`src/rtl/iq_settle_fsm.sv`:
```
// Start/settling controller for the IQ compensation stage: trains, watches Wr/Wj
// over fixed windows, then freezes the coefficients on lock or after a bounded timeout.
module iq_settle_fsm #(
  parameter int W_WIDTH   = 13,
  parameter int TRAIN_LEN = 32,
  parameter int WIN_LOG2  = 6,
  parameter int TOL       = 4,
  parameter int MAX_WIN   = 8
) (
  input  logic                      clk,
  input  logic                      RESET,
  input  logic                      start,
  input  logic                      abort,
  input  logic                      sample_en,
  input  logic signed [W_WIDTH-1:0] Wr,
  input  logic signed [W_WIDTH-1:0] Wj,
  output logic                      freeze_iqcomp,
  output logic                      locked,
  output logic                      timeout,
  output logic                      busy,
  output logic [7:0]                win_count
);

  // state   | meaning
  // IDLE    | waiting for start
  // TRAIN   | ignoring TRAIN_LEN samples while the compensator converges
  // TRACK   | measuring Wr/Wj span over one window
  // LOCKED  | spans within TOL, coefficients frozen
  // TIMEOUT | MAX_WIN windows failed, coefficients frozen anyway
  localparam logic [2:0] S_IDLE    = 3'd0;
  localparam logic [2:0] S_TRAIN   = 3'd1;
  localparam logic [2:0] S_TRACK   = 3'd2;
  localparam logic [2:0] S_LOCKED  = 3'd3;
  localparam logic [2:0] S_TIMEOUT = 3'd4;

  localparam int unsigned WP1 = W_WIDTH + 1;
  localparam int          WIN_LEN = 1 << WIN_LOG2;
  localparam logic [8:0]  TRAIN_LAST = 9'(TRAIN_LEN - 1);
  localparam logic [8:0]  WIN_LAST   = 9'(WIN_LEN - 1);
  localparam logic [7:0]  MAX_WIN_C  = 8'(MAX_WIN);
  localparam logic signed [W_WIDTH:0] TOL_S = WP1'(TOL);

  logic [2:0]                r_state;
  logic [8:0]                r_cnt;
  logic [7:0]                r_win_cnt;
  logic signed [W_WIDTH-1:0] r_min_r, r_max_r, r_min_j, r_max_j;

  logic [2:0]                w_state_nxt;
  logic [8:0]                w_cnt_nxt;
  logic [7:0]                w_win_nxt;
  logic [7:0]                w_win_inc;
  logic                      w_first;
  logic                      w_stable;
  logic signed [W_WIDTH-1:0] w_min_r, w_max_r, w_min_j, w_max_j;
  logic signed [W_WIDTH:0]   w_span_r, w_span_j;

  // Window extremes including the current sample, so the decision sees it.
  always_comb begin
    w_first  = (r_cnt == 9'd0);
    w_min_r  = (w_first || (Wr < r_min_r)) ? Wr : r_min_r;
    w_max_r  = (w_first || (Wr > r_max_r)) ? Wr : r_max_r;
    w_min_j  = (w_first || (Wj < r_min_j)) ? Wj : r_min_j;
    w_max_j  = (w_first || (Wj > r_max_j)) ? Wj : r_max_j;
    w_span_r = {w_max_r[W_WIDTH-1], w_max_r} - {w_min_r[W_WIDTH-1], w_min_r};
    w_span_j = {w_max_j[W_WIDTH-1], w_max_j} - {w_min_j[W_WIDTH-1], w_min_j};
    w_stable = (w_span_r <= TOL_S) && (w_span_j <= TOL_S);
    w_win_inc = r_win_cnt + 8'd1;
  end

  always_comb begin
    w_state_nxt = r_state;
    w_cnt_nxt   = r_cnt;
    w_win_nxt   = r_win_cnt;
    case (r_state)
      S_IDLE, S_LOCKED, S_TIMEOUT: begin
        if (start) begin
          w_state_nxt = S_TRAIN;
          w_cnt_nxt   = 9'd0;
          w_win_nxt   = 8'd0;
        end
      end
      S_TRAIN: begin
        if (sample_en) begin
          if (r_cnt == TRAIN_LAST) begin
            w_state_nxt = S_TRACK;
            w_cnt_nxt   = 9'd0;
          end else begin
            w_cnt_nxt = r_cnt + 9'd1;
          end
        end
      end
      S_TRACK: begin
        if (sample_en) begin
          if (r_cnt == WIN_LAST) begin
            w_cnt_nxt = 9'd0;
            if (w_stable) begin
              w_state_nxt = S_LOCKED;
            end else begin
              w_win_nxt = w_win_inc;
              if (w_win_inc == MAX_WIN_C) w_state_nxt = S_TIMEOUT;
            end
          end else begin
            w_cnt_nxt = r_cnt + 9'd1;
          end
        end
      end
      default: w_state_nxt = S_IDLE;
    endcase
    if (abort) begin
      w_state_nxt = S_IDLE;
      w_cnt_nxt   = 9'd0;
      w_win_nxt   = 8'd0;
    end
  end

  always_ff @(posedge clk or posedge RESET) begin
    if (RESET) begin
      r_state       <= S_IDLE;
      r_cnt         <= 9'd0;
      r_win_cnt     <= 8'd0;
      r_min_r       <= '0;
      r_max_r       <= '0;
      r_min_j       <= '0;
      r_max_j       <= '0;
      freeze_iqcomp <= 1'b0;
      locked        <= 1'b0;
      timeout       <= 1'b0;
      busy          <= 1'b0;
    end else begin
      r_state   <= w_state_nxt;
      r_cnt     <= w_cnt_nxt;
      r_win_cnt <= w_win_nxt;
      if (r_state == S_TRACK && sample_en) begin
        r_min_r <= w_min_r;
        r_max_r <= w_max_r;
        r_min_j <= w_min_j;
        r_max_j <= w_max_j;
      end
      freeze_iqcomp <= (w_state_nxt == S_LOCKED) || (w_state_nxt == S_TIMEOUT);
      locked        <= (w_state_nxt == S_LOCKED);
      timeout       <= (w_state_nxt == S_TIMEOUT);
      busy          <= (w_state_nxt == S_TRAIN) || (w_state_nxt == S_TRACK);
    end
  end

  assign win_count = r_win_cnt;

endmodule

```
`config.mk`:
```
export PLATFORM = sky130hd
export DESIGN_NAME = iq_settle_fsm
export DESIGN_NICKNAME = d
export VERILOG_FILES = /design/src/rtl/iq_settle_fsm.sv
export SDC_FILE = /design/constraint.sdc
export NUM_CORES = 1
export LEC_CHECK = 0
export ABC_AREA = 0
export CAP_MARGIN = 10
export CORE_MARGIN = 5
export CORE_UTILIZATION = 32
export DETAILED_ROUTE_END_ITERATION = 12
export MAX_ROUTING_LAYER = met4
export PLACE_DENSITY = 0.51
export SETUP_SLACK_MARGIN = 0.2
export SKIP_CTS_REPAIR_TIMING = 1
export SLEW_MARGIN = 10
export SYNTH_ARGS = -nofsm -noshare
export SYNTH_HDL_FRONTEND = slang
export SYNTH_SLANG_ARGS = --single-unit
```
`constraint.sdc`:
```
create_clock -name clk -period 7.6 [get_ports clk]
set_clock_uncertainty 0.1 [all_clocks]
set_input_delay 1.14 -clock clk [delete_from_list [all_inputs] [get_ports clk]]
set_output_delay 1.14 -clock clk [all_outputs]
set_load 0.01 [all_outputs]
```
==> results of run 1 <==
==> placed cells by master (no fill, tap or decap), types with 5 or more instances in the layout <==
cell type | Yosys | final
o211ai_1 | 9 | 9
and3_1 | 7 | 7
a211o_1 | 6 | 6
clkdlybuf4s50_1 | 0 | 42
o21a_1 | 7 | 7
inv_1 | 65 | 64
a21o_1 | 22 | 22
nor3_1 | 9 | 9
nand2_1 | 98 | 98
o311ai_0 | 5 | 5
nor2b_1 | 18 | 18
dfrtp_1 | 76 | 76
or4_1 | 5 | 5
mux2i_1 | 27 | 27
o2bb2ai_1 | 13 | 13
nand3_1 | 21 | 21
buf_4 | 1 | 7
or2_2 | 5 | 5
clkbuf_16 | 0 | 9
o21ai_0 | 67 | 67
mux2_2 | 30 | 30
nand2b_1 | 14 | 14
nand4_1 | 8 | 8
ha_1 | 79 | 79
a21oi_1 | 28 | 28
a31oi_1 | 6 | 5
a211oi_1 | 7 | 7
nor2_1 | 28 | 28
==> worst max-delay path: cells and delay by family <==
family | cells | cell delay, ns
simple gates | 5 | 1.13
fa+ha+maj | 2 | 0.71
compound gates | 13 | 2.95
buf+inv | 2 | 0.84
mux | 1 | 0.14
==> cell families after synthesis <==
group | after synthesis
simple gates | 243
buf+inv | 90
compound gates | 215
flops | 76
mux | 57
xor+xnor | 5
fa+ha+maj | 79
==> cell usage after synthesis (3+ instances only) <==
| cell type | count |
|---|---|
| buf_2 | 3 |
| a21oi_1 | 28 |
| nand2_1 | 98 |
| inv_1 | 65 |
| a31oi_1 | 6 |
| a21o_1 | 22 |
| nand4_1 | 8 |
| o21ai_0 | 67 |
| o211ai_1 | 9 |
| mux2_2 | 30 |
| and2_1 | 3 |
| o21a_1 | 7 |
| nand3_1 | 21 |
| or3_1 | 3 |
| nand4b_1 | 4 |
| o21ai_1 | 3 |
| or4_1 | 5 |
| nor4b_1 | 3 |
| mux2i_1 | 27 |
| ha_1 | 79 |
| xnor2_1 | 3 |
| and3_1 | 7 |
| o2bb2ai_1 | 13 |
| or2_2 | 5 |
| nand2b_1 | 14 |
| nor2_1 | 28 |
| nor3_1 | 9 |
| nand3b_1 | 3 |
| o22ai_1 | 3 |
| clkbuf_1 | 20 |
| nor4_1 | 4 |
| a211oi_1 | 7 |
| nor2b_1 | 18 |
| o2111ai_1 | 3 |
| o311ai_0 | 5 |
| o211a_1 | 3 |
| dfrtp_1 | 76 |
| a211o_1 | 6 |
==> worst max path at each step <==
stage,startpoint,endpoint,slack [ns]
after floorplan,Wj[1],win_count[7],1.77
after global placement,Wj[1],busy,0.47
after detailed placement,Wj[1],busy,0.50
after CTS,Wj[1],busy,0.84
after global routing,Wj[1],busy,0.43
final,Wj[1],busy,0.80
==> state kept, by name, indices dropped and copies added (netlist names) <==
name and cells:
locked 1, r_state 3, win_count 8, r_max_j 13, r_min_r 13, r_min_j 13
busy 1, timeout 1, r_cnt 9, r_max_r 13, freeze_iqcomp 1
==> final cells by class <==
cell class,count,area (µm²)
inverter,65,245
multi-input combinational,599,4410
timing repair buffer,49,473
clock buffer,10,229
tap,270,338
clock inverter,5,53.8
fill,2108,12600
sequential,76,1900
==> power by group through the flow <==
stage          clock, W  combinational [W]  sequential [W]
6_report       0.000426           0.000316        0.000408
5_1_grt        0.000455           0.000352        0.000408
4_1_cts        0.000440           0.000317        0.000408
3_5_place_dp          0           0.000314        0.000415
3_3_place_gp          0           0.000316        0.000415
2_1_floorplan         0           0.000234        0.000414
==> layer usage <==
metal	up-vias	global-route usage (%)	routed length, µm
met5	-	-	0
met4	0	3.83	245
met3	17	2.45	414
met2	68	21.1	7210
met1	2632	20.1	8520
li1	2873	-	-
==> through the flow <==
stage          total power (W)  hold slack, ns  area [µm²]  cells
4_1_cts                0.00116           0.406        7640   1074
2_1_floorplan         0.000648           0.366        6630    765
6_report               0.00115           0.402        7650   1074
5_1_grt                0.00121           0.423        7650   1074
3_5_place_dp          0.000730           0.389        7360   1059
3_3_place_gp          0.000731           0.388        7360   1059
==> flow_metrics.env, run 1 <==
export IMPL_r2r_setup_slack_ns=1.75
export IMPL_grt_max_degree=77
export IMPL_cp_slowest_cell="clkdlybuf4s50_1"
export IMPL_finalSetupViolCount=0
export IMPL_hold_path_class="reg2reg"
export IMPL_p_int_w=0.000792
export IMPL_worstRegToRegCells=23
export IMPL_insertion_delay_ns=0.34
export IMPL_yosysSeqAreaShare_pct=28.7
export IMPL_cpMostUsedCell="a21o_1"
export IMPL_leakage_nw=3.26
export IMPL_final_util_pct=37.7
export IMPL_core_area_um2=20300
export IMPL_required_ns=7.72
export IMPL_synthMuxAreaShare_pct=9.18
export IMPL_power_switching_w=0.000358
export IMPL_antenna_cells=0
export IMPL_clock_sinks=76
export IMPL_vias_per_cell=5.20
export IMPL_holdPathStages=2
export IMPL_synth_flop_cell="dfrtp_1"
export IMPL_comb_power_share_pct=27.5
export IMPL_synth_distinct_cells=74
export IMPL_status="finished clean"
export IMPL_min_period_ns=6.80
export IMPL_critPathMaxFanout=18
export IMPL_ir_drop_mv=0.105
export IMPL_first_global_vias=5347
export IMPL_min_from="r_max_j[1]"
export IMPL_slew_headroom_pct=27.1
export IMPL_die_x_um=154
export IMPL_synth_nets=875
export IMPL_core_rowCount=52
export IMPL_synth_enable_flop_cells=0
export IMPL_synth_top_family_by_area="compound AO/OA/AOI/OAI gates"
export IMPL_num_vias=5590
export IMPL_synth_top_area_share_pct=28.7
export IMPL_worst_slew_pin_slew_ns=1.09
export IMPL_slew_viol_final=0
export IMPL_reg2reg_to="busy"
export IMPL_root_buffer="clkbuf_16"
export IMPL_max_cap_viol_count=0
export IMPL_cts_htree_levels=3
export IMPL_routed_wirelength_um=16400
export IMPL_fin_setup_tns_ns=0
export IMPL_grt_overflow=0
export IMPL_yosys_top_cells_area="dfrtp_1 (29%), ha_1 (15%), nand2_1 (5.6%)"
export IMPL_io_buffers=42
export IMPL_final_nets=910
export IMPL_ant_nets=0
export IMPL_cts_buffer_depth=2
export IMPL_min_to="r_max_j[1]"
export IMPL_power_density_nw_per_um2=150
export IMPL_finalCritPeriodShare_pct=89.4
export IMPL_dieArea_um2=23700
export IMPL_path_cells="clkdlybuf4s50_1 > ha_1 > a21o_1 > a21o_1 > a21o_1 > a21o_1 > a21o_1 > a21o_1 > a21oi_1 > o31ai_4 > buf_4 > mux2i_1 > ha_1 > o21ai_1 > a222oi_1 > o2111ai_1 > nor4b_2 > o211ai_1 > nor4_2 > nand3_2 > a22oi_4 > nand3_1 > nor4bb_1"
export IMPL_globalplace_congestion=0.816
export IMPL_dr_pass1_iters=7
export IMPL_synth_xor_area_share_pct=0.661
export IMPL_power_frac_seq_pct=35.5
export IMPL_critPathKind="in2reg"
export IMPL_drtIter0Drc=347
export IMPL_critPathLaunchType="primary input"
export IMPL_synth_largest_area_cell="dfrtp_1"
export IMPL_die_height_um=154
export IMPL_netlist_area_um2=6630
export IMPL_max_freq_mhz=147
export IMPL_ys_async_sr_fraction_pct=100
export IMPL_crit_path_end_kind="flop"
export IMPL_synth_compound_area_share_pct=22.7
export IMPL_start_util_pct=32.6
export IMPL_post_place_ws_ns=0.496
export IMPL_critPathMaxStageDelay_ns=0.57
export IMPL_avgSynthCellArea_um2=8.66
export IMPL_netlist_instances=765
export IMPL_synthSimpleGateAreaFrac_pct=18.6
export IMPL_grt_pass1_wl_um=27400
export IMPL_area_delta_synth_final_pct=15.4
export IMPL_numCtsBuffers=9
export IMPL_cp_arrival_ns=6.91
export IMPL_reg2reg_from="r_min_j[1]"
export IMPL_fin_ws_ns=0.803
export IMPL_wire_per_inst_um=15.3
export IMPL_antenna_found_initial=0
export IMPL_swShare_pct=31.1
export IMPL_synth_warnings=0
export IMPL_power_clock_fraction_pct=37.0
export IMPL_ys_seq_elements=76
export IMPL_pin_count=43
export IMPL_hold_violations=0
export IMPL_hpwlAfterDp_um=12400
export IMPL_cts_tree="built"
export IMPL_drc=0
export IMPL_clkTransAtPathRegs_ns=0.06
export IMPL_grt_setup_unrepaired="no"
export IMPL_grt_use_total_pct=14.2
export IMPL_drive_gt1_share_pct=9.70
export IMPL_synthAdderAreaFrac_pct=14.9
(Power assumes the default switching activity.)
==> run 2, diff against run 1 <==
Settings changed: CELL_PAD_IN_SITES_DETAIL_PLACEMENT set to 1, CELL_PAD_IN_SITES_GLOBAL_PLACEMENT set to 2, PLACE_DENSITY 0.51 to 0.74.
==> flow_metrics.env, run 2 (synthesis gave the netlist of run 1 again) <==
export IMPL_min_to="r_max_j[10]"
export IMPL_holdPathStages=2
export IMPL_first_global_vias=6309
export IMPL_slew_viol_final=0
export IMPL_slew_headroom_pct=26.8
export IMPL_layout_common_cells="nand2_1 (98), ha_1 (79), dfrtp_1 (76)"
export IMPL_grt_use_met2_pct=30.1
export IMPL_fin_setup_tns_ns=0
export IMPL_power_density_nw_per_um2=165
export IMPL_die_height_um=154
export IMPL_min_from="r_max_j[10]"
export IMPL_finalCritPeriodShare_pct=90.6
export IMPL_globalplace_congestion=0.836
export IMPL_numCtsBuffers=9
export IMPL_status="finished clean"
export IMPL_grtUsageMet1_pct=20.6
export IMPL_hold_path_class="reg2reg"
export IMPL_ant_nets=0
export IMPL_routed_wirelength_um=19200
export IMPL_busiest_layer="met2"
export IMPL_reg2reg_from="r_min_j[1]"
export IMPL_r2r_setup_slack_ns=1.66
export IMPL_min_period_ns=6.88
export IMPL_antenna_found_initial=0
export IMPL_critPathMaxFanout=18
export IMPL_final_nets=913
export IMPL_dr_pass1_iters=6
export IMPL_grt_setup_unrepaired="no"
export IMPL_grt_overflow=0
export IMPL_cp_arrival_ns=6.99
export IMPL_max_cap_viol_count=0
export IMPL_hpwlAfterDp_um=14800
export IMPL_die_x_um=154
export IMPL_wire_per_inst_um=17.9
export IMPL_area_delta_synth_final_pct=16.8
export IMPL_worst_slew_pin_slew_ns=1.09
export IMPL_drtIter0Drc=245
export IMPL_core_area_um2=20300
export IMPL_grt_pass1_wl_um=32400
export IMPL_vias_per_cell=5.42
export IMPL_cts_buffer_depth=2
export IMPL_insertion_delay_ns=0.34
export IMPL_antenna_cells=0
export IMPL_pin_count=43
export IMPL_drc=0
export IMPL_layout_commonest_cell="nand2_1"
export IMPL_reg2reg_to="busy"
export IMPL_ir_drop_mv=0.0883
export IMPL_root_buffer="clkbuf_16"
export IMPL_critPathLaunchType="primary input"
export IMPL_core_rowCount=52
export IMPL_crit_path_end_kind="flop"
export IMPL_cts_tree="built"
export IMPL_clock_sinks=76
export IMPL_fin_total_pwr_w=0.00128
export IMPL_drive_gt1_share_pct=10.0
export IMPL_worstRegToRegCells=23
export IMPL_met3_usage_pct=2.45
export IMPL_hold_violations=0
export IMPL_finalSetupViolCount=0
export IMPL_max_freq_mhz=145
export IMPL_dieArea_um2=23700
export IMPL_io_buffers=42
export IMPL_required_ns=7.71
export IMPL_leakage_nw=3.32
export IMPL_num_vias=5845
export IMPL_start_util_pct=32.6
export IMPL_grt_use_total_pct=17.0
export IMPL_grt_max_degree=77
export IMPL_clkTransAtPathRegs_ns=0.06
export IMPL_cts_htree_levels=3
export IMPL_critPathKind="in2reg"
==> run 2: how the worst max path moves through the flow <==
stage	slack [ns]	endpoint	start
final	0.72	busy	Wj[1]
after global routing	0.21	busy	Wj[1]
after CTS	0.57	busy	Wj[1]
after detailed placement	0.26	busy	Wj[1]
after global placement	0.33	busy	Wj[1]
after floorplan	1.77	win_count[7]	Wj[1]
==> run 2: cell type report <==
cell class	instances	area, µm²
clock inverter	6	134
clock buffer	10	239
fill	2419	12600
timing repair buffer	52	495
multi-input combinational	599	4390
inverter	65	245
sequential	76	1900
tap	270	338
==> run 2: metal layers <==
metal	share of wire, %	up-vias
met5	0	-
met4	1.1	0
met3	2.3	17
met2	51	75
met1	45	2877
li1	-	2876
==> run 2: power by group <==
part | internal [W] | switching (W)
Combinational | 0.000135 | 0.000191
Sequential | 0.000406 | 0.00000200
Clock | 0.000364 | 0.000182
==> run 2: critical path, stage by stage <==
cell and delay [ns]:
clkdlybuf4s50_1 0.58, ha_1 0.27, a21o_1 0.15, a21o_1 0.18
a21o_1 0.17, a21o_1 0.18, a21o_1 0.18, a21o_1 0.17
a21oi_1 0.44, o31ai_4 0.23, buf_4 0.28, mux2i_1 0.16
ha_1 0.40, nor2b_1 0.19, a222oi_1 0.32, o2111ai_1 0.18
nor4b_2 0.23, o211ai_1 0.15, nor4_2 0.31, nand3_2 0.16
a22oi_4 0.47, nand3_1 0.20, nor4bb_1 0.23
==> run 2: per-stage QoR <==
stage | setup slack, ns | cell area, µm² | hold WS [ns] | instances | util (%)
global placement | 0.333 | 7370 | 0.386 | 1062 | 36.3
floorplan | 1.77 | 6630 | 0.366 | 765 | -
detailed placement | 0.263 | 7370 | 0.401 | 1062 | 36.3
CTS | 0.567 | 7740 | 0.413 | 1078 | 38.1
global route | 0.214 | 7740 | 0.439 | 1078 | 38.1
finish | 0.717 | 7740 | 0.412 | 1078 | 38.1
